===== src/rtl/pmc_pkg.sv =====
// rtl/pmc_pkg.sv - shared types and constants for the PMC control sequencer
// Purpose: command and FSM state encodings plus dump word indices used by
//          pmc_ctrl, pmc_window_timer and their bench.
// Ports:   none (package)
package pmc_pkg;

  typedef enum logic [1:0] {
    CMD_START = 2'd0,
    CMD_STOP  = 2'd1,
    CMD_CLEAR = 2'd2,
    CMD_DUMP  = 2'd3
  } pmc_cmd_e;

  typedef enum logic [1:0] {
    ST_IDLE = 2'd0,
    ST_CLR  = 2'd1,
    ST_DUMP = 2'd2
  } pmc_state_e;

  localparam logic [1:0] IDX_STALL = 2'd0;
  localparam logic [1:0] IDX_INSTR = 2'd1;
  localparam logic [1:0] IDX_ARITH = 2'd2;
  localparam logic [1:0] IDX_MEM   = 2'd3;

endpackage


===== src/rtl/pmc_ctrl_if.sv =====
// rtl/pmc_ctrl_if.sv - command, counter and dump bundle for pmc_ctrl
// Purpose: groups the command port, live counter inputs, PMC unit controls
//          and the dump stream into one interface.
// Ports:   cmd_valid/cmd_op/cmd_ready   command handshake
//          *_count                      live counters from the PMC unit
//          pmc_enable/pmc_clear         controls to the PMC unit
//          dump_valid/ready/data/idx/last, dump_overrun  snapshot stream
// Modports: slave = pmc_ctrl side, master = driver/consumer side.
interface pmc_ctrl_if #(
  parameter int CNT_W = 32
);
  logic             cmd_valid;
  logic [1:0]       cmd_op;
  logic             cmd_ready;
  logic [CNT_W-1:0] stall_count;
  logic [CNT_W-1:0] instr_cycle_count;
  logic [CNT_W-1:0] arith_count;
  logic [CNT_W-1:0] mem_access_count;
  logic             pmc_enable;
  logic             pmc_clear;
  logic             dump_valid;
  logic             dump_ready;
  logic [CNT_W-1:0] dump_data;
  logic [1:0]       dump_idx;
  logic             dump_last;
  logic             dump_overrun;

  modport slave (
    input  cmd_valid, cmd_op, stall_count, instr_cycle_count, arith_count,
           mem_access_count, dump_ready,
    output cmd_ready, pmc_enable, pmc_clear, dump_valid, dump_data, dump_idx,
           dump_last, dump_overrun
  );

  modport master (
    output cmd_valid, cmd_op, stall_count, instr_cycle_count, arith_count,
           mem_access_count, dump_ready,
    input  cmd_ready, pmc_enable, pmc_clear, dump_valid, dump_data, dump_idx,
           dump_last, dump_overrun
  );
endinterface


===== src/rtl/pmc_window_timer.sv =====
// rtl/pmc_window_timer.sv - periodic auto-dump window timer
// Purpose: counts run cycles and pulses o_expire on the last cycle of each
//          WINDOW_CYCLES-long window; WINDOW_CYCLES=0 disables it.
// Ports:   clk, rst_n  clock, async active-low reset
//          i_run       counting enabled (timer holds when low)
//          i_clear     zero the timer (and suppress expiry this cycle)
//          o_expire    one-cycle window expiry pulse
module pmc_window_timer #(
  parameter int unsigned WINDOW_CYCLES = 0
) (
  input  logic clk,
  input  logic rst_n,
  input  logic i_run,
  input  logic i_clear,
  output logic o_expire
);
  localparam int unsigned TW     = (WINDOW_CYCLES > 1) ? $clog2(WINDOW_CYCLES) : 1;
  localparam int unsigned LAST_I = (WINDOW_CYCLES > 0) ? WINDOW_CYCLES - 1 : 0;
  localparam logic [TW-1:0] LAST = TW'(LAST_I);
  localparam logic        EN     = (WINDOW_CYCLES > 0);

  logic [TW-1:0] r_timer;
  logic          w_at_last;

  assign w_at_last = (r_timer == LAST);

  always_ff @(posedge clk or negedge rst_n) begin
    if (!rst_n) begin
      r_timer <= '0;
    end else if (i_clear || !EN) begin
      r_timer <= '0;
    end else if (i_run) begin
      r_timer <= w_at_last ? '0 : r_timer + 1'b1;
    end
  end

  // A clear cycle owns the timer, so an expiry coinciding with it is void.
  assign o_expire = EN && i_run && !i_clear && w_at_last;

endmodule


===== src/rtl/pmc_ctrl.sv =====
// rtl/pmc_ctrl.sv - performance-monitor counter control and readout sequencer
// Purpose: accepts START/STOP/CLEAR/DUMP commands, drives the PMC unit's
//          count enable and clear, snapshots the four counters atomically and
//          streams them as four words; optional periodic auto-dump.
// Ports:   clk    system clock
//          reset  async active-low reset
//          bus    pmc_ctrl_if.slave (command, counters, controls, dump stream)
module pmc_ctrl
  import pmc_pkg::*;
#(
  parameter int unsigned WINDOW_CYCLES = 0,
  parameter int          CNT_W         = 32
) (
  input logic       clk,
  input logic       reset,
  pmc_ctrl_if.slave bus
);
  pmc_state_e       r_state, w_state_nxt;
  logic             r_run;
  logic             r_ovr;
  logic [1:0]       r_idx;
  logic [CNT_W-1:0] r_snap [4];

  pmc_cmd_e w_op;
  logic     w_expire;
  logic     w_ready;
  logic     w_acc;
  logic     w_dump_start;
  logic     w_hs;
  logic     w_in_clr;

  assign w_op     = pmc_cmd_e'(bus.cmd_op);
  assign w_in_clr = (r_state == ST_CLR);
  assign w_acc    = bus.cmd_valid && w_ready;
  assign w_hs     = (r_state == ST_DUMP) && bus.dump_ready;

  pmc_window_timer #(.WINDOW_CYCLES(WINDOW_CYCLES)) u_timer (
    .clk      (clk),
    .rst_n    (reset),
    .i_run    (r_run),
    .i_clear  (w_in_clr),
    .o_expire (w_expire)
  );

  always_ff @(posedge clk or negedge reset) begin
    if (!reset) r_state <= ST_IDLE;
    else        r_state <= w_state_nxt;
  end

  // An expiry in IDLE deasserts cmd_ready, so it takes priority over any
  // pending command, which simply waits for the next IDLE cycle.
  always_comb begin
    w_state_nxt  = r_state;
    w_ready      = 1'b0;
    w_dump_start = 1'b0;
    case (r_state)
      ST_IDLE: begin
        w_ready = !w_expire;
        if (w_expire || (bus.cmd_valid && w_op == CMD_DUMP)) begin
          w_dump_start = 1'b1;
          w_state_nxt  = ST_DUMP;
        end else if (bus.cmd_valid && w_op == CMD_CLEAR) begin
          w_state_nxt = ST_CLR;
        end
      end
      ST_CLR:  w_state_nxt = ST_IDLE;
      ST_DUMP: if (w_hs && r_idx == IDX_MEM) w_state_nxt = ST_IDLE;
      default: w_state_nxt = ST_IDLE;
    endcase
  end

  always_ff @(posedge clk or negedge reset) begin
    if (!reset) begin
      r_run <= 1'b0;
      r_ovr <= 1'b0;
      r_idx <= IDX_STALL;
      for (int i = 0; i < 4; i++) r_snap[i] <= '0;
    end else begin
      if (w_acc && w_op == CMD_START) r_run <= 1'b1;
      else if (w_acc && w_op == CMD_STOP) r_run <= 1'b0;

      if (w_in_clr) r_ovr <= 1'b0;
      else if (w_expire && r_state != ST_IDLE) r_ovr <= 1'b1;

      // idx wraps back to 0 after the last word, leaving it ready for IDLE.
      if (w_dump_start) r_idx <= IDX_STALL;
      else if (w_hs)    r_idx <= r_idx + 2'd1;

      if (w_dump_start) begin
        r_snap[IDX_STALL] <= bus.stall_count;
        r_snap[IDX_INSTR] <= bus.instr_cycle_count;
        r_snap[IDX_ARITH] <= bus.arith_count;
        r_snap[IDX_MEM]   <= bus.mem_access_count;
      end
    end
  end

  assign bus.cmd_ready    = w_ready;
  assign bus.pmc_enable   = r_run;
  assign bus.pmc_clear    = w_in_clr;
  assign bus.dump_valid   = (r_state == ST_DUMP);
  assign bus.dump_data    = bus.dump_valid ? r_snap[r_idx] : '0;
  assign bus.dump_idx     = r_idx;
  assign bus.dump_last    = bus.dump_valid && (r_idx == IDX_MEM);
  assign bus.dump_overrun = r_ovr;

endmodule


===== src/flat_wrapper.sv =====
// flat-port wrapper written by rule: the top's interface ports become plain ports
module pmc_ctrl_flat import pmc_pkg::*;
#(
  parameter int unsigned WINDOW_CYCLES = 0,
  parameter int          CNT_W         = 32
)
  (clk, reset, bus_cmd_valid, bus_cmd_op, bus_stall_count, bus_instr_cycle_count, bus_arith_count, bus_mem_access_count, bus_dump_ready, bus_cmd_ready, bus_pmc_enable, bus_pmc_clear, bus_dump_valid, bus_dump_data, bus_dump_idx, bus_dump_last, bus_dump_overrun);
  pmc_ctrl_if #(.CNT_W(CNT_W)) bus_i ();
  input logic clk;
  input logic reset;
  input wire logic [$bits(bus_i.cmd_valid)-1:0] bus_cmd_valid;
  input wire logic [$bits(bus_i.cmd_op)-1:0] bus_cmd_op;
  input wire logic [$bits(bus_i.stall_count)-1:0] bus_stall_count;
  input wire logic [$bits(bus_i.instr_cycle_count)-1:0] bus_instr_cycle_count;
  input wire logic [$bits(bus_i.arith_count)-1:0] bus_arith_count;
  input wire logic [$bits(bus_i.mem_access_count)-1:0] bus_mem_access_count;
  input wire logic [$bits(bus_i.dump_ready)-1:0] bus_dump_ready;
  output wire logic [$bits(bus_i.cmd_ready)-1:0] bus_cmd_ready;
  output wire logic [$bits(bus_i.pmc_enable)-1:0] bus_pmc_enable;
  output wire logic [$bits(bus_i.pmc_clear)-1:0] bus_pmc_clear;
  output wire logic [$bits(bus_i.dump_valid)-1:0] bus_dump_valid;
  output wire logic [$bits(bus_i.dump_data)-1:0] bus_dump_data;
  output wire logic [$bits(bus_i.dump_idx)-1:0] bus_dump_idx;
  output wire logic [$bits(bus_i.dump_last)-1:0] bus_dump_last;
  output wire logic [$bits(bus_i.dump_overrun)-1:0] bus_dump_overrun;
  assign bus_i.cmd_valid = bus_cmd_valid;
  assign bus_i.cmd_op = bus_cmd_op;
  assign bus_i.stall_count = bus_stall_count;
  assign bus_i.instr_cycle_count = bus_instr_cycle_count;
  assign bus_i.arith_count = bus_arith_count;
  assign bus_i.mem_access_count = bus_mem_access_count;
  assign bus_i.dump_ready = bus_dump_ready;
  assign bus_cmd_ready = bus_i.cmd_ready;
  assign bus_pmc_enable = bus_i.pmc_enable;
  assign bus_pmc_clear = bus_i.pmc_clear;
  assign bus_dump_valid = bus_i.dump_valid;
  assign bus_dump_data = bus_i.dump_data;
  assign bus_dump_idx = bus_i.dump_idx;
  assign bus_dump_last = bus_i.dump_last;
  assign bus_dump_overrun = bus_i.dump_overrun;
  pmc_ctrl #(.WINDOW_CYCLES(WINDOW_CYCLES), .CNT_W(CNT_W)) u_core (.clk(clk), .reset(reset), .bus(bus_i));
endmodule

===== config.mk =====
export PLATFORM = sky130hd
export DESIGN_NAME = pmc_ctrl_flat
export DESIGN_NICKNAME = d
export VERILOG_FILES = /design/src/rtl/pmc_pkg.sv /design/src/rtl/pmc_ctrl_if.sv /design/src/rtl/pmc_window_timer.sv /design/src/rtl/pmc_ctrl.sv /design/src/flat_wrapper.sv
export SDC_FILE = /design/constraint.sdc
export NUM_CORES = 1
export LEC_CHECK = 0
export ABC_AREA = 1
export BUFFER_PORTS_ARGS = -buffer_cell sky130_fd_sc_hd__clkbuf_2
export CORE_ASPECT_RATIO = 0.9
export CORE_UTILIZATION = 30
export DETAILED_ROUTE_END_ITERATION = 7
export PLACE_DENSITY = 0.55
export SLEW_MARGIN = 10
export SYNTH_ARGS = -nofsm -noshare
export SYNTH_HDL_FRONTEND = slang
export SYNTH_SLANG_ARGS = --single-unit

===== constraint.sdc =====
create_clock -name clk -period 1.2 [get_ports clk]
set_input_delay 0.12 -clock clk [delete_from_list [all_inputs] [get_ports clk]]
set_output_delay 0.12 -clock clk [all_outputs]
set_load 0.01 [all_outputs]

==> impl_metrics.ini <==
[sta]
fin_crit_sh = 1.49
rsz0062_at_grt = yes
worst_slack_ps = -585
setup_viol = 170
clock_skew_ps = 10.3
fin_crit_ps = 1780
drv_slew = 0
finalHoldViolCount = 0
max_freq_mhz = 560

[finish]
stdcell_count = 1637
fin_nets = 1468
drive_gt1_frac = 0.487
fillers = 1740
diodes = 0
syn2layout_area_growth_pct = 97.5

[die]
rows = 51
chipHeight_um = 143
die_area_um2 = 22700
ios = 174
core-area_um2 = 21600
die_x_um = 159
initial_core_util = 0.307

[cts]
htree_levels = 4
cts-buffers-inserted = 17
cts_tree = done
clock_sinks = 133
cts_buffer_depth = 2
clk_pin_slew_ps = 60
ctsRootBufferMaster = clkbuf_16
clock_latency_ps = 420

[power]
cellLeakagePower_nw = 6.94
p_comb_frac = 0.480
p_int_mw = 17.2
p_per_area_nw_per_um2 = 2180
switching_power_mw = 11.4
switching_share = 0.399
vdd_drop_max_v = 0.00110
seqPwrFrac = 0.300
clkPwrFrac = 0.220

[setup_path]
crit_type = reg -> out
worst_ep_required_time_ps = 1080
ff2ff_path_depth = 9
reg2reg_from = u_core.r_state[0]
regToRegSetupSlack_ps = -430
r2r_end = u_core.r_snap[8]
crit_fanout = 22
start_kind = register
end_kind = primary output
cp.arrival_ps = 1660

[route]
routed.top_layer = met4
drc = 0
wl_met2_um = 14200
dr.pass1.iters = 5
wl_met3_um = 1510
detail_route.wirelength_um = 28100
vias = 7568
wl_per_cell_um = 17.2
ant_nets = 0
drt_iter0_markers = 447
viasPerCell = 4.62
met1Wirelength_um = 11500

[placement]
dp.cells = 1402
place.gp.congestion = 0.808
pre_cts_slack_ps = -174
dp_hpwl_um = 13500
io_buffers = 172

[grt]
grt_pass1_vias = 7762
grt_pass1_wl_um = 42000
grt_use_total = 0.246
antenna_found_initial = 0
grt_max_degree = 34
overflow = 0

[worst_hold_path]
min_from = bus_cmd_op[1]
hold_path.class = in -> reg
hold_path_end = u_core.bus.pmc_enable
holdPathStages = 4

[logic_synthesis]
ys_types = 19
synth_area_um2 = 6640
ys_ff_latch = 133
synth_area_leaders = dfrtp_1 (50%), nand2_1 (29%), inv_1 (7.6%)
ys_seq_area_frac = 0.502
syn_area_per_cell_um2 = 6.96
yosys_warnings = 0
synth_top_area_cell = dfrtp_1
synth_cells = 954
syn_nets = 1089
netlist.area_leader.share = 0.502

[outcome]
status = finished with violations
violations = negative setup slack

[job]
max_cap_violations = 0
==> worst max path at each step <==
stage | cells past startpoint | startpoint | endpoint
after CTS | 5 | u_core.bus.dump_idx[0] | bus_dump_last
after global routing | 5 | u_core.bus.dump_idx[0] | bus_dump_last
after global placement | 5 | u_core.bus.dump_idx[0] | bus_dump_data[14]
after detailed placement | 5 | u_core.bus.dump_idx[0] | bus_dump_data[14]
final | 6 | u_core.bus.dump_idx[0] | bus_dump_data[24]
after floorplan | 5 | u_core.bus.dump_idx[0] | bus_dump_data[10]
==> state kept, by name (all words and copies together), names as in the netlist <==
| signal | flops |
|---|---|
| u_core.r_state | 2 |
| u_core.bus.dump_idx | 2 |
| u_core.bus.pmc_enable | 1 |
| u_core.r_snap | 128 |
==> cell type report <==
cell class	count	area (µm²)	area share
repair buffers	413	4230	0.322
multi-input cells	632	3960	0.302
flip-flops and latches	133	3330	0.254
inverters	136	526	0.0401
clock buffers	23	478	0.0365
well taps	291	364	0.0278
clock inverters	9	220	0.0168
==> synthesized netlist by cell type <==
cell      number
nand4_1        1
buf_1          2
inv_2          1
clkbuf_1       8
ha_1           1
inv_1        135
o21ai_0        2
nor2_1         4
buf_2         36
nand2_2        1
conb_1         1
buf_6          1
nand3_1       68
a21oi_1       32
dfrtp_1      133
nor4_1         1
nand2_1      520
nor2_4         1
buf_4          6
==> power groups by stage <==
stage	registers (mW)	clock network (mW)	logic, mW
CTS	8.03	6.37	12.4
floorplan	7.63	0	6.56
finish	8.59	6.31	13.7
detailed placement	7.87	0	9.83
global placement	7.83	0	9.75
global route	8.81	6.60	15.0
==> cell usage in the layout, fill, tap and decap left out, types with 7 or more instances in the layout <==
master and n:
buf_8 10, inv_1 131, a21oi_2 32, dlygate4sd3_1 132, clkbuf_2 143, bufinv_16 7
nand3_2 27, clkbuf_16 19, nand2_2 181, buf_4 13, buf_2 25, buf_16 23
nand2_1 247, buf_12 46, dfrtp_1 131, buf_6 19, nand2_4 92, nand3_1 40
==> repair_timing <==
item,4_1_cts,5_1_grt
resized for setup,248,309
gates cloned,37,2
setup buffers,44,15
endpoints found under the hold margin,265,0
endpoints found under the setup margin,150,170
hold buffers,132,0
pin swaps,59,101
==> worst max-delay path, cell delays in order (launching register included) <==
cell and delay (ps):
dfrtp_2 460, inv_4 90, buf_12 170, nand2_1 60
nand3_1 70, a21oi_2 220, buf_2 170
==> metrics by stage <==
stage	setup TNS [ps]	power, mW	area (µm²)	hold WS (ps)	util
6_report	-60800	28.6	13100	40.2	0.606
2_1_floorplan	-470	14.2	6800	-176	-
3_3_place_gp	-5500	17.6	8240	22.1	0.381
3_5_place_dp	-6900	17.7	8240	21.7	0.381
5_1_grt	-70680	30.4	13100	34.0	0.606
4_1_cts	-56800	26.8	12500	25.8	0.579
==> kinds of logic (layout without fill, tap and decap cells) <==
logic type | Yosys count | after routing | share of synthesized area
AOI/OAI and AO/OA | 34 | 34 | 0.0256
adders and majority gates | 1 | 1 | 0.00189
buffers and inverters | 189 | 581 | 0.118
DFF | 133 | 133 | 0.502
other | 1 | 1 | 0.000565
and+or+nand+nor | 596 | 596 | 0.352
==> layer usage <==
layer | track usage | vias to the layer above
met3 | 0.0517 | 55
met1 | 0.305 | 3658
met2 | 0.421 | 270
met4 | 0.0920 | 0
li1 | - | 3585
met5 | 0 | -
(Power assumes the default switching activity.)
